File: src/rtl/multi_channel_timer.sv
// Multi-channel countdown timer: one shared prescaler produces a tick, and each
// channel counts its own load value down in one-shot or auto-reload mode.
module multi_channel_timer #(
  parameter int unsigned CLK_FREQ_HZ = 65_000_000,
  parameter int unsigned TICK_HZ     = 1,
  parameter int unsigned NUM_CH      = 4,
  parameter int unsigned CNT_W       = 8
) (
  input  logic                      clock,
  input  logic                      reset_n,
  input  logic [NUM_CH-1:0]         start,
  input  logic [NUM_CH-1:0]         cancel,
  input  logic [NUM_CH-1:0]         pause,
  input  logic [NUM_CH-1:0]         periodic,
  input  logic [NUM_CH*CNT_W-1:0]   value,
  output logic [NUM_CH-1:0]         counting,
  output logic [NUM_CH-1:0]         expired_pulse,
  output logic [NUM_CH*CNT_W-1:0]   count_out,
  output logic                      tick
);

  localparam int unsigned PERIOD = CLK_FREQ_HZ / TICK_HZ;
  localparam int unsigned PRE_W  = $clog2(PERIOD);
  localparam logic [PRE_W-1:0] PRE_LAST = PRE_W'(PERIOD - 1);

  typedef enum logic {IDLE, RUN} state_t;

  logic [PRE_W-1:0] pre_q;
  logic             tick_int;

  state_t           state_q  [NUM_CH];
  state_t           state_d  [NUM_CH];
  logic [CNT_W-1:0] count_q  [NUM_CH];
  logic [CNT_W-1:0] count_d  [NUM_CH];
  logic [CNT_W-1:0] reload_q [NUM_CH];
  logic [CNT_W-1:0] reload_d [NUM_CH];
  logic [NUM_CH-1:0] mode_q, mode_d;
  logic [NUM_CH-1:0] pulse_q, pulse_d;

  // Prescaler free-runs regardless of channel activity.
  always_ff @(posedge clock or negedge reset_n) begin
    if (!reset_n) begin
      pre_q <= '0;
      tick  <= 1'b0;
    end else begin
      pre_q <= tick_int ? '0 : pre_q + PRE_W'(1);
      tick  <= tick_int;
    end
  end

  assign tick_int = (pre_q == PRE_LAST);

  always_ff @(posedge clock or negedge reset_n) begin
    if (!reset_n) begin
      for (int unsigned i = 0; i < NUM_CH; i++) begin
        state_q[i]  <= IDLE;
        count_q[i]  <= '0;
        reload_q[i] <= '0;
      end
      mode_q  <= '0;
      pulse_q <= '0;
    end else begin
      for (int unsigned i = 0; i < NUM_CH; i++) begin
        state_q[i]  <= state_d[i];
        count_q[i]  <= count_d[i];
        reload_q[i] <= reload_d[i];
      end
      mode_q  <= mode_d;
      pulse_q <= pulse_d;
    end
  end

  // Per-channel priority: start, then cancel, then a tick decrement.
  always_comb begin
    mode_d  = mode_q;
    pulse_d = '0;
    for (int unsigned i = 0; i < NUM_CH; i++) begin
      state_d[i]  = state_q[i];
      count_d[i]  = count_q[i];
      reload_d[i] = reload_q[i];
      if (start[i]) begin
        count_d[i]  = value[i*CNT_W +: CNT_W];
        reload_d[i] = value[i*CNT_W +: CNT_W];
        mode_d[i]   = periodic[i];
        if (value[i*CNT_W +: CNT_W] != '0) begin
          state_d[i] = RUN;
        end else begin
          state_d[i] = IDLE;
          pulse_d[i] = 1'b1;
        end
      end else if (cancel[i] && state_q[i] == RUN) begin
        count_d[i] = '0;
        state_d[i] = IDLE;
      end else if (state_q[i] == RUN && !pause[i] && tick_int) begin
        if (count_q[i] > CNT_W'(1)) begin
          count_d[i] = count_q[i] - CNT_W'(1);
        end else begin
          pulse_d[i] = 1'b1;
          if (mode_q[i]) begin
            count_d[i] = reload_q[i];
          end else begin
            count_d[i] = '0;
            state_d[i] = IDLE;
          end
        end
      end
    end
  end

  always_comb begin
    counting  = '0;
    count_out = '0;
    for (int unsigned i = 0; i < NUM_CH; i++) begin
      counting[i]                    = (state_q[i] == RUN);
      count_out[i*CNT_W +: CNT_W]    = count_q[i];
    end
    expired_pulse = pulse_q;
  end

endmodule

File: config.mk
export PLATFORM = sky130hd
export DESIGN_NAME = multi_channel_timer
export DESIGN_NICKNAME = d
export VERILOG_FILES = /design/src/rtl/multi_channel_timer.sv
export SDC_FILE = /design/constraint.sdc
export NUM_CORES = 1
export LEC_CHECK = 0
export BUFFER_PORTS_ARGS = -buffer_cell sky130_fd_sc_hd__buf_2
export CAP_MARGIN = 30
export CELL_PAD_IN_SITES_DETAIL_PLACEMENT = 0
export CELL_PAD_IN_SITES_GLOBAL_PLACEMENT = 2
export CORE_MARGIN = 2
export CORE_UTILIZATION = 35
export DETAILED_ROUTE_END_ITERATION = 8
export PLACE_DENSITY = 0.81
export SLEW_MARGIN = 20
export SYNTH_ARGS = -nofsm -noshare
export SYNTH_HDL_FRONTEND = slang
export SYNTH_SLANG_ARGS = --single-unit
File: constraint.sdc
create_clock -name clock -period 3.04 [get_ports clock]
set_clock_uncertainty 0.1 [all_clocks]
set_input_delay 0.76 -clock clock [delete_from_list [all_inputs] [get_ports clock]]
set_output_delay 0.76 -clock clock [all_outputs]
set_load 0.03 [all_outputs]
==> flow_summary.rst <==
.. list-table::
   :header-rows: 1

   * - Metric
     - Value
   * - Routed wire length per instance
     - 15.95 um
   * - Number of antenna violations at the first check in global routing
     - 0
   * - Crit path required time
     - 3.21 ns
   * - Static power due to leakage
     - 3.046 nW
   * - Initial Utilization
     - 35.58%
   * - Grt total ovfl
     - 0
   * - Global routing usage summed across all routing layers
     - 17.48%
   * - Post-CTS setup-driven buffer insertion count
     - 0
   * - Arrival time at the worst endpoint
     - 2.74 ns
   * - Clock edge transition at the registers on the reported setup and hold paths
     - 0.07 ns
   * - Layout Nets
     - 792
   * - Number of rows in the core area
     - 47
   * - Cell Count, Final, Fillers Out
     - 955
   * - Fin. max-slew vios
     - 0
   * - Final hold violations
     - 0
   * - Post-detailed-placement half-perimeter wirelength
     - 10.95 mm
   * - CTS Buf Count
     - 9
   * - Most common library cell in the layout ignoring fill and taps
     - dfrtp_1
   * - Post_cts resized
     - 0
   * - Die outline area
     - 17,790 um^2
   * - Slowest-stage cell, CP
     - nor4_4
   * - Number of register bits inferred by synthesis
     - 103
   * - Netlist Area Pre-Place
     - 5858 um^2
   * - Maximum number of pins on one net before global-route repair
     - 46
   * - Capturing element type of the critical path
     - flop
   * - Worst Path Class, Setup
     - reg -> reg
   * - Buffer levels on the longest clock path
     - 2
   * - Slew at the pin closest to its max-slew limit
     - 0.7432 ns
   * - Setup TNS
     - 0 ns
   * - H-Tree Depth
     - 3
   * - DRC marker count from the first detailed-route iteration
     - 329
   * - Die width
     - 133.4 um
   * - Combinational family with the most area after synthesis
     - simple AND/OR/NAND/NOR gates
   * - Post-detailed-route count of antenna-violating nets
     - 0
   * - Timing-limited maximum frequency
     - 388.5 MHz
   * - Share of the clock period used by the worst path after layout
     - 84.66%
   * - Xor/xnor share of the synthesized area
     - 5.532%
   * - GP Congestion
     - 0.8047
   * - Area growth from synthesis to layout
     - 15.83%
   * - Stage delay of the slowest cell on the critical path
     - 0.70 ns
   * - Core area
     - 16,470 um^2
   * - Outcome
     - finished, final reports clean
   * - Endpoints failing setup
     - 0
   * - DRC violation count after routing
     - 0
   * - Library cell appearing most often on the critical path
     - nor3_1
   * - Crit-path cells
     - ha_1 -> and4_1 -> nand4_4 -> nor4_4 -> buf_4 -> nor3_1 -> nor3_1
   * - Vias in the first global route
     - 4,933
   * - Router iterations before antenna repair
     - 6
   * - Insertion delay of the later-clocked pin in the worst-skew pair
     - 0.35 ns
   * - Number of placed cells counting well taps
     - 942
   * - Setup repair after global routing missed its margin
     - false
   * - Port Buffer Count
     - 90
   * - Mux cell area share after synthesis
     - 2.200%
   * - Worst IR drop on VDD
     - 0.0002559 V
   * - Post-CTS Hold Buffers
     - 0
   * - Tightest slew margin relative to the limit
     - 50.08%
   * - Min-Delay Path Class
     - in -> async
   * - Via density per instance
     - 5.312
   * - Synth Warn #
     - 0
   * - Predominant post-synthesis flop cell
     - dfrtp_1
   * - Post-Synth Adder-Cell Area
     - 1.922%
   * - Top fanout value on the critical path
     - 12
   * - Count of different cell masters after synthesis
     - 60
   * - Average footprint of a synthesized cell
     - 8.971 um^2
   * - Antenna Diode Count
     - 0
   * - Number of enable flip-flop cells after synthesis
     - 0
   * - Max capacitance violation total
     - 0
   * - Most frequent cells in the layout
     - dfrtp_1 (103), buf_2 (89), nand2_1 (76), nor3_1 (43), inv_1 (42)
   * - Post-layout minimum cycle time
     - 2.574 ns
   * - Gate Count Post-Synth
     - 653
   * - TritonCTS clock tree
     - done
   * - Num Clock Sinks
     - 103
   * - Post-synth net total
     - 712
   * - Power per unit of standard cell area
     - 499.2 nW/um^2
   * - Share of layout cells above drive strength 1
     - 19.18%
   * - Y dimension of the die
     - 133.4 um
   * - Top Ports
     - 91
   * - R2r worst-path depth
     - 7
   * - Post-synth ARST share
     - 100.0%
   * - Launching element type of the critical path
     - flop
   * - Register area share after synthesis
     - 44.00%
   * - Vias
     - 5,073
   * - Global-route wire length before repair
     - 25.29 mm
   * - Synth Area in Simple Gates
     - 24.48%
   * - Post-Route WL
     - 15.23 mm
   * - Post-synthesis compound-gate area fraction
     - 16.19%
   * - Clock root cell
     - clkbuf_16
-- power breakdown --
part | internal, mW | switching [mW] | total (mW) | leakage, nW
sequential | 1.46 | 0.133 | 1.60 | 1.28
combinational | 0.232 | 0.391 | 0.624 | 1.62
clock | 0.671 | 0.495 | 1.17 | 0.141
-- path summary, 6_finish.rpt --
path	start	endpoint	slack [ns]
hold / removal	reset_n	reload_q[15]$_DFFE_PN0P_	0.31
setup reg to reg	pre_q[0]$_DFF_PN0_	count_out[24]$_DFFE_PN0P_	0.47
hold reg to reg	pre_q[0]$_DFF_PN0_	pre_q[0]$_DFF_PN0_	0.39
max in group asynchronous	reset_n	pre_q[2]$_DFF_PN0_	1.84
min in group clock	pre_q[0]$_DFF_PN0_	pre_q[0]$_DFF_PN0_	0.39
setup / recovery	pre_q[0]$_DFF_PN0_	count_out[24]$_DFFE_PN0P_	0.47
-- metrics by stage --
stage | hold WS, ns | worst slack (ns) | power (mW) | cell area (um^2) | util, %
2_1_floorplan | 0.3549 | 0.6228 | 2.024 | 5858 | -
3_3_place_gp | 0.3671 | 0.5142 | 2.241 | 6499 | 39.47
3_5_place_dp | 0.3806 | 0.4674 | 2.250 | 6499 | 39.47
4_1_cts | 0.3316 | 0.4549 | 3.425 | 6785 | 41.21
5_1_grt | 0.3474 | 0.2482 | 3.566 | 6785 | 41.21
6_report | 0.3133 | 0.4663 | 3.387 | 6785 | 41.21
-- metal layers --
metal | wire length, um | share of wire, % | global-route usage, %
met1 | 7200 | 47 | 23.20
met2 | 7372 | 48 | 29.27
met3 | 548 | 3.6 | 4.186
met4 | 109 | 0.72 | 3.546
met5 | 0 | 0 | 0
-- synthesized netlist by cell type, drive strengths merged (7+ instances only) --
cell type,count,share of area (%)
a21oi,39,3.4
a31oi,21,2.2
buf,12,1.5
clkbuf,18,1.3
dfrtp,103,44
ha,9,1.9
inv,42,2.7
mux2,7,1.3
nand2,76,4.9
nand3,29,2.5
nand3b,9,1.2
nand4,11,1.5
nor2,40,2.6
nor3,45,4.0
nor4,21,3.2
o21ai,42,3.7
o31ai,16,2.1
xnor2,26,3.9
xor2,11,1.6
-- critical path: cells and delay by family, from the launching register on --
| family | cells | cell delay (ns) |
|---|---|---|
| simple gates | 5 | 1.52 |
| flops | 1 | 0.39 |
| buf+inv | 1 | 0.26 |
| fa+ha+maj | 1 | 0.21 |
-- area by class of cell --
cell class	count	area [um^2]
fill	1697	9681
multi-input combinational	477	2948
sequential	103	2577
timing repair buffer	100	540.5
tap	220	275.3
clock buffer	12	256.5
inverter	42	157.7
clock inverter	1	30.03
-- state kept, by name (all words and copies together), names as in the netlist --
name           cells
reload_q          32
expired_pulse      4
counting           4
mode_q             4
count_out         32
pre_q             26
tick               1
-- kinds of logic after synthesis --
kind of cell | count (synthesis)
fa+ha+maj | 9
flops | 103
mux | 12
buf+inv | 73
simple gates | 268
xor+xnor | 37
compound gates | 151
Note: power is estimated with default switching activity, not from simulation.
